===== src/rtl/mult_hilo_ctrl.sv =====
// Sequencer for the 32-cycle signed multiplier plus the architectural HI/LO pair.
// Handles MULT issue/capture, MTHI/MTLO writes and the MFHI/MFLO read port.
module mult_hilo_ctrl #(
    parameter int RUN_CYCLES = 34
) (
    input  logic        clk,
    input  logic        reset,
    input  logic        opStart,
    input  logic [31:0] opA,
    input  logic [31:0] opB,
    input  logic        mthiWr,
    input  logic        mtloWr,
    input  logic [31:0] wrData,
    input  logic        readSel,
    output logic [31:0] readData,
    output logic        busy,
    output logic        done,
    output logic        multErr,
    output logic        multInit,
    output logic [31:0] multA,
    output logic [31:0] multB,
    input  logic        multStop,
    input  logic [31:0] multHi,
    input  logic [31:0] multLo,
    output logic [31:0] hiReg,
    output logic [31:0] loReg
);

    localparam int CW = $clog2(RUN_CYCLES + 1);
    localparam logic [CW-1:0] LAST = CW'(RUN_CYCLES - 1);

    typedef enum logic [1:0] {
        IDLE,
        RUN,
        CAPTURE
    } state_t;

    state_t state, state_nxt;
    logic [CW-1:0] cnt;

    always_ff @(posedge clk) begin
        if (reset) begin
            state   <= IDLE;
            cnt     <= '0;
            multA   <= '0;
            multB   <= '0;
            hiReg   <= '0;
            loReg   <= '0;
            done    <= 1'b0;
            multErr <= 1'b0;
        end else begin
            state <= state_nxt;
            done  <= 1'b0;
            unique case (state)
                IDLE: begin
                    if (opStart) begin
                        multA <= opA;
                        multB <= opB;
                        cnt   <= '0;
                    end
                    if (mthiWr) hiReg <= wrData;
                    if (mtloWr) loReg <= wrData;
                end
                RUN: begin
                    cnt <= cnt + 1'b1;
                end
                CAPTURE: begin
                    hiReg <= multHi;
                    loReg <= multLo;
                    done  <= 1'b1;
                    // multStop should already be set; a miss is a stuck flag
                    if (!multStop) multErr <= 1'b1;
                end
                default: ;
            endcase
        end
    end

    always_comb begin
        state_nxt = state;
        busy      = 1'b0;
        multInit  = 1'b0;
        unique case (state)
            IDLE: begin
                if (opStart) state_nxt = RUN;
            end
            RUN: begin
                busy     = 1'b1;
                multInit = 1'b1;
                if (cnt == LAST) state_nxt = CAPTURE;
            end
            CAPTURE: begin
                // extra multInit cycle clears the multiplier's end flag
                busy      = 1'b1;
                multInit  = 1'b1;
                state_nxt = IDLE;
            end
            default: state_nxt = IDLE;
        endcase
    end

    assign readData = readSel ? hiReg : loReg;

endmodule


===== config.mk =====
export PLATFORM = sky130hd
export DESIGN_NAME = mult_hilo_ctrl
export DESIGN_NICKNAME = d
export VERILOG_FILES = /design/src/rtl/mult_hilo_ctrl.sv
export SDC_FILE = /design/constraint.sdc
export NUM_CORES = 1
export LEC_CHECK = 0
export ABC_AREA = 1
export ABC_CLOCK_PERIOD_IN_PS = 2400
export CAP_MARGIN = 20
export CORE_AREA = 3 3 127 129
export CTS_CLUSTER_SIZE = 24
export DETAILED_ROUTE_END_ITERATION = 8
export DIE_AREA = 0 0 130 132
export PLACE_DENSITY = 0.84
export SYNTH_ARGS = -nofsm -noshare
export SYNTH_HDL_FRONTEND = slang
export SYNTH_SLANG_ARGS = --single-unit

===== constraint.sdc =====
create_clock -name clk -period 2.4 [get_ports clk]
set_clock_uncertainty 0.15 [all_clocks]
set_input_delay 0.48 -clock clk [delete_from_list [all_inputs] [get_ports clk]]
set_output_delay 0.48 -clock clk [all_outputs]
set_load 0.005 [all_outputs]

Word-level counts from Yosys, hierarchy flattened
Cells that the tools add are included.
- logic and storage cells: 39
- output and inout port bits: 164
- bits in read-only memories: 0
- flip-flop bits (word level): 138
- RAM bits: 0
- memories kept: 0
- input bits: 167
- bits in latches: 0
- add/subtract/negate cells: 1
- multiply operators: 0
- reduce and logical (&&, ||, !) cells: 10
- shift operators: 0
- mux-type cells: 12
- equal/unequal tests: 7
- div/mod/pow operators: 0
- bitwise logic cells: 1
- magnitude comparators: 0
- operators with widths (operator ; number):
    32-bit case mux with 2 select lines ; 2
    32-bit two-way mux ; 3
    6-bit case mux with 2 select lines ; 1
    2-bit AND reduction ; 6
    2-bit inequality test (second input constant) ; 4
    6-bit by 1-bit adder with 6-bit output (second input constant) ; 1
    6-bit equality test (second input constant) ; 1
    6-bit two-way mux ; 1
    2-bit two-way mux ; 2
    2-bit case mux with 2 select lines ; 1
    2-bit nonzero test ; 2
    2-bit by 1-bit equality test with 1-bit output (second input constant) ; 1
    2-bit equality test (second input constant) ; 1
    2-bit logical NOT ; 1
    1-bit two-way mux ; 2
    2-bit OR reduction ; 1
    1-bit NOT ; 1

Depth between registers and ports, before layout
- depth in word-level cells: 3
- gate-level depth with buffers: 9
- mapped depth without buffers: 9

Worst setup path after synthesis
Ideal clock, no wire load.
- path kind: input to output
- start: in readSel
- end: out readData[11]
- path slack: 0.555 ns
- data arrival time: 1.215 ns
- cell stages on the path: 3
- path buffers: 2
- required time: 1.770 ns
- cells stage by stage: clkbuf_1 -> buf_2 -> mux2_2
- cells in the longest elaborated chain, start to end: 1
- ends and longest elaborated chain (element ; line ; RTL):
    start: declaration ; 14 ; input logic readSel,
    32-bit two-way mux ; 102 ; assign readData = readSel ? hiReg : loReg;
    end: declaration ; 15 ; output logic [31:0] readData,
Every way passes these cells.

Worst setup path in the final report
- start: in readSel
- end: out readData[7]
The elaborated chain is that of the path after synthesis.

==> metrics.cfg <==
[finish]
drive_gt1_share_pct=9.284
fin_area_sq_um=9771
fin_nets=1193
final_core_util_pct=64.51
synthToLayoutAreaGrowth_pct=71.40
nFillCells=1226
diodes=0

[global_route]
grt_pass1_wl_mm=31.33
track_usage_pct=22.80
grt_overflow=0
grt_max_degree=74
grt_antenna_before_repair=1
first_global_vias=6125

[worst_setup_path]
crit_fanout=8
crit_chain=buf_4 -> bufbuf_16 -> mux2_2 -> clkdlybuf4s50_1
worst_setup_path_start_kind=input pin
reg2reg_slack_ps=540
slowest_delay_ps=440
crit_start=readSel
crit_slowest_cell=clkdlybuf4s50_1
cp.arrival_ps=1700
r2r-end=loReg[15]$_SDFFE_PP0P_
crit_type=in2out
worstPathRequired_ps=1770
end_kind=primary output
r2r_cells=8
cp-endpoint=readData[7]
r2r-start=state[0]$_SDFFE_PP0P_

[detailed_routing]
antenna_left=0
drt-vias-per-instance=5.060
vias=6183
firstDrtPassIters=5
drc_errors=0
detail_route.wl_per_cell_um=16.42
drt_iter0_markers=296
wl_mm=20.07

[cts]
cts_tree=yes
cts.htree.levels=4
cts_hold_buf=0
clock_sinks=138
clk_latency_ps=410
root_buffer=clkbuf_16
numCtsBuffers=17
clk_pin_slew_ps=60
clk_path_buf_depth=2

[flow_run]
cap_violations=0

[placed_design]
place_area_sq_um=9099
port_buffers=330
post-dp-hpwl_mm=14.50
place_congestion=0.8197

[power_and_ir_drop]
share_comb_of_total_power_pct=24.7
clockPowerShare_pct=37.4
powerDensity_nw_per_um2=740.0
ir_worst_vdd_v=0.0004329
seqPwrFrac_pct=37.9
netSwitchingFraction_pct=26.79
switching_power_mw=1.937
p_leak_nw=3.783
p_int_mw=5.294

[logic_synthesis]
netlist_area_sq_um=5700
syn-instance-count=709
synth_warnings=0
synth_seq_cells=138
synth.distinct_cells=26
ys_seq_area_share_pct=48.46
synth_nets=881
syn_avg_cell_area_sq_um=8.040

[sta]
slew_headroom_pct=68.57
rsz0062_at_grt=no
finalHoldViolCount=0
fin_crit_ps=2329
timing.hold.ws_ps=330.2
min_period_over_period_pct=97.05
tightest_slew_ps=471.4
final_max_slew_viol_count=0
fmax_ghz=0.4293
finalSetupViolations=0

[die]
pin_count=331
dieHeight_um=132
initial_core_util_pct=37.64
die_area_sq_um=17160
std_cell_rows=45
core_region_area_sq_um=15150
die_w_um=130

[hold_path]
hold_path_class=reg2reg
hold_depth=2

[outcome]
outcome=complete, no violations

worst min path at each step:
stage / start / endpoint / slack, ps
floorplan: state[1]$_SDFFE_PP0P_ / state[1]$_SDFFE_PP0P_ / 300
global placement: multErr$_SDFFE_PP0P_ / multErr$_SDFFE_PP0P_ / 300
detailed placement: multB[22]$_SDFFE_PP0P_ / multB[22]$_SDFFE_PP0P_ / 320
CTS: multB[22]$_SDFFE_PP0P_ / multB[22]$_SDFFE_PP0P_ / 330
global route: multB[28]$_SDFFE_PP0P_ / multB[28]$_SDFFE_PP0P_ / 350
finish: multA[9]$_SDFFE_PP0P_ / multA[9]$_SDFFE_PP0P_ / 330
state kept, by name, summed over array words and instances, names as in the netlist:
signal   cells
multA       32
done         1
hiReg       32
loReg       32
multErr      1
multB       32
state        2
cnt          6
what timing repair did:
| action | in CTS | in global routing |
|---|---|---|
| endpoints found under the setup margin | 32 | 0 |
| hold endpoints to repair | 0 | 0 |
| buffers inserted | 0 | 0 |
| gates resized for setup | 7 | 0 |
layout make-up:
class	instances	area, sq um	share of cell area [%]
flip-flops and latches	138	2763	28.28
clock buffers	17	425.4	4.354
multi-input cells	502	2557	26.17
clock inverters	15	188.9	1.934
inverters	13	50.05	0.5122
repair buffers	349	3551	36.34
well taps	188	235.2	2.407
cells by family after synthesis:
group / count (synthesis) / share of synthesized area, %
simple gates: 262 / 18.04
mux: 32 / 6.321
flops: 138 / 48.46
buf+inv: 69 / 6.716
fa+ha+maj: 5 / 1.097
compound gates: 203 / 19.36
synthesized netlist by cell type, drive strengths merged:
cell / instances / area, sq um
dfxtp: 138 / 2763
nor2: 137 / 516.8
o21ai: 130 / 654.4
nand2: 116 / 457.9
a31oi: 65 / 406.6
buf: 43 / 285.3
mux2: 32 / 360.3
clkbuf: 13 / 48.80
inv: 12 / 45.04
a21oi: 7 / 35.03
ha: 5 / 62.56
nand3: 5 / 25.02
nand4: 2 / 12.51
a211oi: 1 / 7.510
and3: 1 / 6.260
clkinv: 1 / 3.750
nor3: 1 / 10.01
power by group through the flow:
| stage | clock network [mW] | registers (mW) | logic (mW) |
|---|---|---|---|
| floorplan | 0 | 2.77 | 0.691 |
| global placement | 0 | 2.78 | 1.74 |
| detailed placement | 0 | 2.79 | 1.77 |
| CTS | 2.76 | 2.74 | 1.80 |
| global route | 2.86 | 2.77 | 1.96 |
| finish | 2.70 | 2.74 | 1.78 |
per-stage QoR:
stage	total power, mW	cells	TNS (ps)	worst slack (ps)
floorplan	3.460	709	0	555.3
global placement	4.523	1188	-7281	-247.5
detailed placement	4.560	1188	-7992	-278.3
CTS	7.305	1222	0	44.75
global route	7.588	1222	0	13.96
finish	7.230	1222	0	70.74
layout by cell type, fill, tap and decap left out, types with 3 or more instances in the layout:
master,instances
o21ai_0,101
inv_2,4
clkinv_4,3
nand3_1,5
buf_4,13
buf_12,5
nor2_1,136
nand2_2,3
inv_6,5
o21ai_1,28
a21oi_1,7
clkdlybuf4s50_1,329
mux2_2,30
a31oi_1,65
ha_1,4
clkbuf_16,17
clkinv_2,3
bufinv_16,3
inv_1,7
nand2_1,111
dfxtp_1,138
per-layer routing:
metal	vias up	global-route usage [%]	share of wire, %
met5	-	0	0.065
met4	2	9.180	3.1
met3	43	7.172	8.3
met2	280	39.03	49
met1	2829	26.14	39
li1	3029	-	-
worst max-delay path, delay by kind of cell:
family	cells	cell delay, ps
buf+inv	3	870
mux	1	330
Power figures use the tool's default switching activity.
